$ cat src/rtl/demux_1x16_seq.sv
// rtl/demux_1x16_seq.sv - sequenced 1-to-N_OUT serial demultiplexer / deserializer
module demux_1x16_seq #(
  parameter int N_OUT = 16,
  parameter int SEL_W = 4
) (
  input  logic             clk,
  input  logic             rst_n,
  input  logic             start,
  input  logic             mode,
  input  logic             din,
  input  logic             din_valid,
  input  logic [SEL_W-1:0] sel_in,
  output logic [N_OUT-1:0] out,
  output logic [SEL_W-1:0] sel_cur,
  output logic             busy,
  output logic             done,
  output logic             out_valid
);

  typedef enum logic [1:0] {IDLE, SCAN, DONE} state_t;

  localparam logic [SEL_W-1:0] LAST_LANE = SEL_W'(N_OUT - 1);

  state_t state;

  always_ff @(posedge clk or negedge rst_n) begin
    if (!rst_n) begin
      state     <= IDLE;
      out       <= '0;
      sel_cur   <= '0;
      busy      <= 1'b0;
      done      <= 1'b0;
      out_valid <= 1'b0;
    end else begin
      done <= 1'b0;
      case (state)
        IDLE: begin
          // The start-cycle din is deliberately dropped; capture begins next cycle.
          if (start && !mode) begin
            state     <= SCAN;
            busy      <= 1'b1;
            out       <= '0;
            sel_cur   <= '0;
            out_valid <= 1'b0;
          end else if (mode && din_valid) begin
            out[sel_in] <= din;
          end
        end
        SCAN: begin
          if (din_valid) begin
            out[sel_cur] <= din;
            sel_cur      <= sel_cur + SEL_W'(1);
            if (sel_cur == LAST_LANE) begin
              state     <= DONE;
              busy      <= 1'b0;
              done      <= 1'b1;
              out_valid <= 1'b1;
            end
          end
        end
        DONE: begin
          state <= IDLE;
        end
        default: begin
          state <= IDLE;
        end
      endcase
    end
  end

endmodule

$ cat config.mk
export PLATFORM = sky130hd
export DESIGN_NAME = demux_1x16_seq
export DESIGN_NICKNAME = d
export VERILOG_FILES = /design/src/rtl/demux_1x16_seq.sv
export SDC_FILE = /design/constraint.sdc
export NUM_CORES = 1
export LEC_CHECK = 0
export CELL_PAD_IN_SITES_DETAIL_PLACEMENT = 2
export CELL_PAD_IN_SITES_GLOBAL_PLACEMENT = 2
export CORE_MARGIN = 5
export CORE_UTILIZATION = 28
export DETAILED_ROUTE_END_ITERATION = 6
export PLACE_DENSITY_LB_ADDON = 0.1
export SLEW_MARGIN = 20
export SYNTH_ARGS = -nofsm -noshare
export SYNTH_HDL_FRONTEND = slang
export SYNTH_SLANG_ARGS = --single-unit
$ cat constraint.sdc
create_clock -name clk -period 1.51 [get_ports clk]
set_input_delay 0.302 -clock clk [delete_from_list [all_inputs] [get_ports clk]]
set_output_delay 0.302 -clock clk [all_outputs]
set_load 0.005 [all_outputs]
# Word level (Yosys, flattened, before mapping)
# Cells that the tools add are included.
# word_totals
regBits,25
inputBits,10
out_inout_bits,23
word_cells,56
# classes
add_sub_neg,1
magnitude_cmp,4
n_eq_ne,6
mux,28
reduce_logical,11
# ops
cell,count
16-bit two-way mux,3
16-bit bitwise mux,2
16-bit case mux with 2 select lines,1
1-bit two-way mux,11
4-bit by 5-bit less-than comparator with 1-bit output (second input constant),2
3-bit AND reduction,3
1-bit demux with 4-bit select,2
4-bit by 1-bit greater-or-equal comparator with 1-bit output (second input constant),2
4-bit two-way mux,2
4-bit case mux with 2 select lines,1
2-bit two-way mux,3
2-bit != test (second input constant),3
4-bit by 1-bit adder with 4-bit output (second input constant),1
4-bit == test (second input constant),1
1-bit logical AND,4
1-bit case mux with 2 select lines,2
2-bit case mux with 2 select lines,1
4-bit AND reduction,1
3-bit != test (second input constant),1
2-bit by 1-bit == test with 1-bit output (second input constant),1
2-bit zero test,1
2-bit nonzero test,1
1-bit zero test,1

# Longest topological paths before layout
# depth
word_depth,8
ltp_mapped,6
ltp_nobuf,6

# Worst setup path after synthesis
# OpenSTA, ideal clock, no wires.
# synth_path
path_kind,register to register
startpoint,register state[1]
endpoint,register out[6]
setup_ps,121
arrival_ps,1485
required_ps,1389
setup_slack_ps,-96
stages_incl_launch_ff,6
n_path_buf,1
synth_period_minus_slack_ps,1606
path_cell_list,dfrtp_1 > or4b_1 > buf_6 > o311a_1 > a21boi_0 > o22a_1
# synth_via
elab_chain_len,3
word_cells_on_any_way,7
cone_classes,3 x eq/ne; 1 x mux; 3 x reduce/logical
# synth_lines
element,line,source
from (decl),24,state_t state;
from (signal assigned),28,state <= IDLE;
from (signal assigned),40,state <= SCAN;
from (signal assigned),54,state <= DONE;
2-bit by 1-bit == test with 1-bit output or 2-bit zero test (tied branches),36,case (state)
"2-bit != test (no line), or another cell as far along",--,
3-bit AND reduction (no line),--,
"to (signal, indexed assignment)",46,out[sel_in] <= din;
"to (signal, indexed assignment)",51,out[sel_cur] <= din;
to (decl),13,"output logic [N_OUT-1:0] out,"
# Several ways; a longest one is shown, not always the timed one.
# A chain may end at the register's enable or synchronous reset.

# Final worst setup path
# layout_path
startpoint,register state[1]
endpoint,register out[14]
# Same word-level chain as after synthesis.

==> impl_metrics.json <==
{
  "finalHoldViolations": 0,
  "place_hpwl_mm": 5.42,
  "first_pass_iters": 4,
  "drive_gt1_frac": 0.427,
  "path_clk_slew_ns": 0.10,
  "drtIter0Drc": 76,
  "synthSimpleGateAreaFrac": 0.213,
  "synth_top_family_by_area": "compound AO/OA/AOI/OAI gates",
  "grt-ovfl-total": 0,
  "cp-start-kind": "flip-flop",
  "synth_edf_count": 0,
  "grt_max_degree": 26,
  "tightest_slew_ns": 0.585,
  "slew_headroom": 0.609,
  "crit_fanout": 5,
  "ys_warn_count": 0,
  "min_period_ns": 1.70,
  "clk_latency_ns": 0.28,
  "clk_path_buf_depth": 2,
  "synth-adder-area-share": 0.0286,
  "crit_arrival_ns": 1.85,
  "grt_pass1_vias": 2264,
  "yosys-top-cells-area": "dfrtp_1, o221ai_1, o22a_1, o21ai_1, a31oi_1",
  "num_io_pins": 33,
  "setup_tns_ns": -1.95,
  "synth.mux.area_fraction": 0.0121,
  "synth_compound_gate_area_share": 0.338,
  "final_util": 0.488,
  "synth_top_area_frac": 0.357,
  "worstRegToRegCells": 4,
  "fin_skew_ns": 0.0112,
  "rows": 28,
  "critPathKind": "flip-flop to flip-flop",
  "routed_wl_mm": 8.03,
  "diodes": 0,
  "r2r_end": "out[14]",
  "synth_seq_area_share": 0.357,
  "grt_pass1_wl_mm": 12.2,
  "total_power_mw": 4.56,
  "ir_worst_vdd_mv": 0.606,
  "cts-root-buf": "clkbuf_8",
  "required_ns": 1.66,
  "finalMaxSlewViolations": 0,
  "power.leakage_nw": 1.25,
  "cts_tree": "built",
  "reg2reg_slack_ns": -0.19,
  "synth.cell_area_um2": 1750,
  "core_area_um2": 5990,
  "track_usage": 0.201,
  "status": "finished with violations",
  "port_buffers": 32,
  "synth_nets": 207,
  "postRouteAntennaNets": 0,
  "layout.nets": 294,
  "post_drt_wl_per_cell_um": 22.7,
  "finalWorstSetupSlack_ns": -0.189,
  "die_x_um": 89.1,
  "vias": 2042,
  "fmax_ghz": 0.588,
  "synthFlopType": "dfrtp_1",
  "dieHeight_um": 89.1,
  "maxCapViolations": 0,
  "rsz0062_at_grt": "yes",
  "dieArea_um2": 7940,
  "critPathCaptureType": "flip-flop",
  "route.detailed.drc": 0,
  "multiInputGateArea_um2": 1300,
  "final-seq-area_um2": 629,
  "fillers": 638,
  "fin_crit_sh": 1.13,
  "vias_per_cell": 5.77,
  "synth.avg_cell_area_um2": 9.08,
  "antenna_found_initial": 0,
  "synthDistinctLibCells": 50,
  "synth_top_area_cell": "dfrtp_1",
  "reg2reg_from": "state[1]",
  "min_path_type": "primary input to async pin",
  "htree_levels": 1,
  "cts_sinks": 25,
  "cts_buffers": 3,
  "start_util": 0.293,
  "gp_congestion": 0.866,
  "netlist_instances": 193,
  "cellPowerDensity_nw_per_um2": 1560,
  "ys_ff_latch": 25,
  "violations": "setup timing",
  "setup_viol": 16,
  "syn_to_final_growth_pct": 66.7,
  "async_flop_share": 1.00,
  "synth_xor_area_frac": 0
}
sequential cells by signal (all words and copies together) (netlist names):
signal,count
busy,1
done,1
out,16
out_valid,1
sel_cur,4
state,2
through the flow:
step	hold WS [ns]	instance area [µm²]	worst slack [ns]	instances
floorplan	0.00641	1750	-0.0962	193
global placement	0.501	2460	-0.531	335
detailed placement	0.513	2460	-0.581	335
CTS	0.398	2690	-0.126	350
global route	0.409	2920	-0.242	354
finish	0.391	2920	-0.189	354
cell usage after synthesis, types with 2 or more instances:
cell type,n
nand3_1,6
a22o_1,4
o211ai_1,2
and2b_1,2
nand3b_1,2
a2bb2oi_1,3
o21ai_1,12
clkbuf_1,8
buf_2,2
dfrtp_1,25
o21ai_0,5
o21bai_1,4
ha_1,4
buf_6,2
inv_1,3
nand2b_1,7
o22a_1,9
nand2b_2,2
nor3_1,3
nor2b_1,5
or2b_1,2
or4_1,2
a21oi_1,8
o221ai_1,11
nor4_1,6
and3_1,3
nand2_1,8
a211oi_1,2
nor2_1,10
a31oi_1,8
o21a_1,3
buf_4,2
cell type report:
cell class,instances,share of cell area
Sequential cell,25,0.215
Tap cell,75,0.0321
Timing Repair Buffer,95,0.287
Clock buffer,4,0.0154
Multi-Input combinational cell,152,0.446
Inverter,3,0.00385
layout by cell type (no fill, tap or decap), types with 4 or more instances in the layout:
cell type,instances
buf_4,55
dfrtp_1,22
clkdlybuf4s50_1,20
o21ai_2,11
nor2_1,10
o22a_1,9
nand2_1,7
a21oi_1,7
buf_6,7
nand3_1,6
a31oi_1,6
o221ai_1,6
dlygate4sd2_1,6
dlymetal6s2s_1,6
nor2b_1,5
nand2b_1,5
o221ai_2,5
a22o_1,4
kinds of logic after synthesis:
family	after synthesis
flops	25
mux	2
compound gates	81
buf+inv	17
simple gates	64
fa+ha+maj	4
timing repair:
item	4_1_cts	5_1_grt
setup buffers	10	4
hold buffers	0	0
gates resized for setup	31	44
endpoints found under the setup margin	20	24
pin swaps	16	7
cloned	1	0
report_power, final:
group          internal (mW)  switching [mW]
Combinational           1.58            1.45
Sequential             0.913           0.188
Clock                  0.189           0.226
Total                   2.69            1.87
worst max path at each step:
stage / slack (ns) / start / end / cells past startpoint
finish: -0.19 / state[1] / out[14] / 4
CTS: -0.13 / state[0] / out[2] / 6
floorplan: -0.1 / state[1] / out[6] / 5
global placement: -0.53 / mode / out[6] / 5
global route: -0.24 / state[0] / out[6] / 6
detailed placement: -0.58 / mode / out[6] / 5
worst max-delay path: stages, from the launching register on:
cell      delay [ns]
dfrtp_1         0.41
or4b_4          0.59
o21a_1          0.20
nor4_2          0.31
a211oi_2        0.06
per-layer routing:
layer  global-route usage  wire length [µm]  part of all wire  vias to the layer above
met5                    0                 0                 0                        -
met4               0.0622               139             0.017                        0
met3               0.0203               216             0.027                       12
met2                0.354              4200              0.52                       45
met1                0.258              3480              0.43                     1055
li1                     -                 -                 -                      930
No activity file was read; power rests on OpenSTA's default activity.
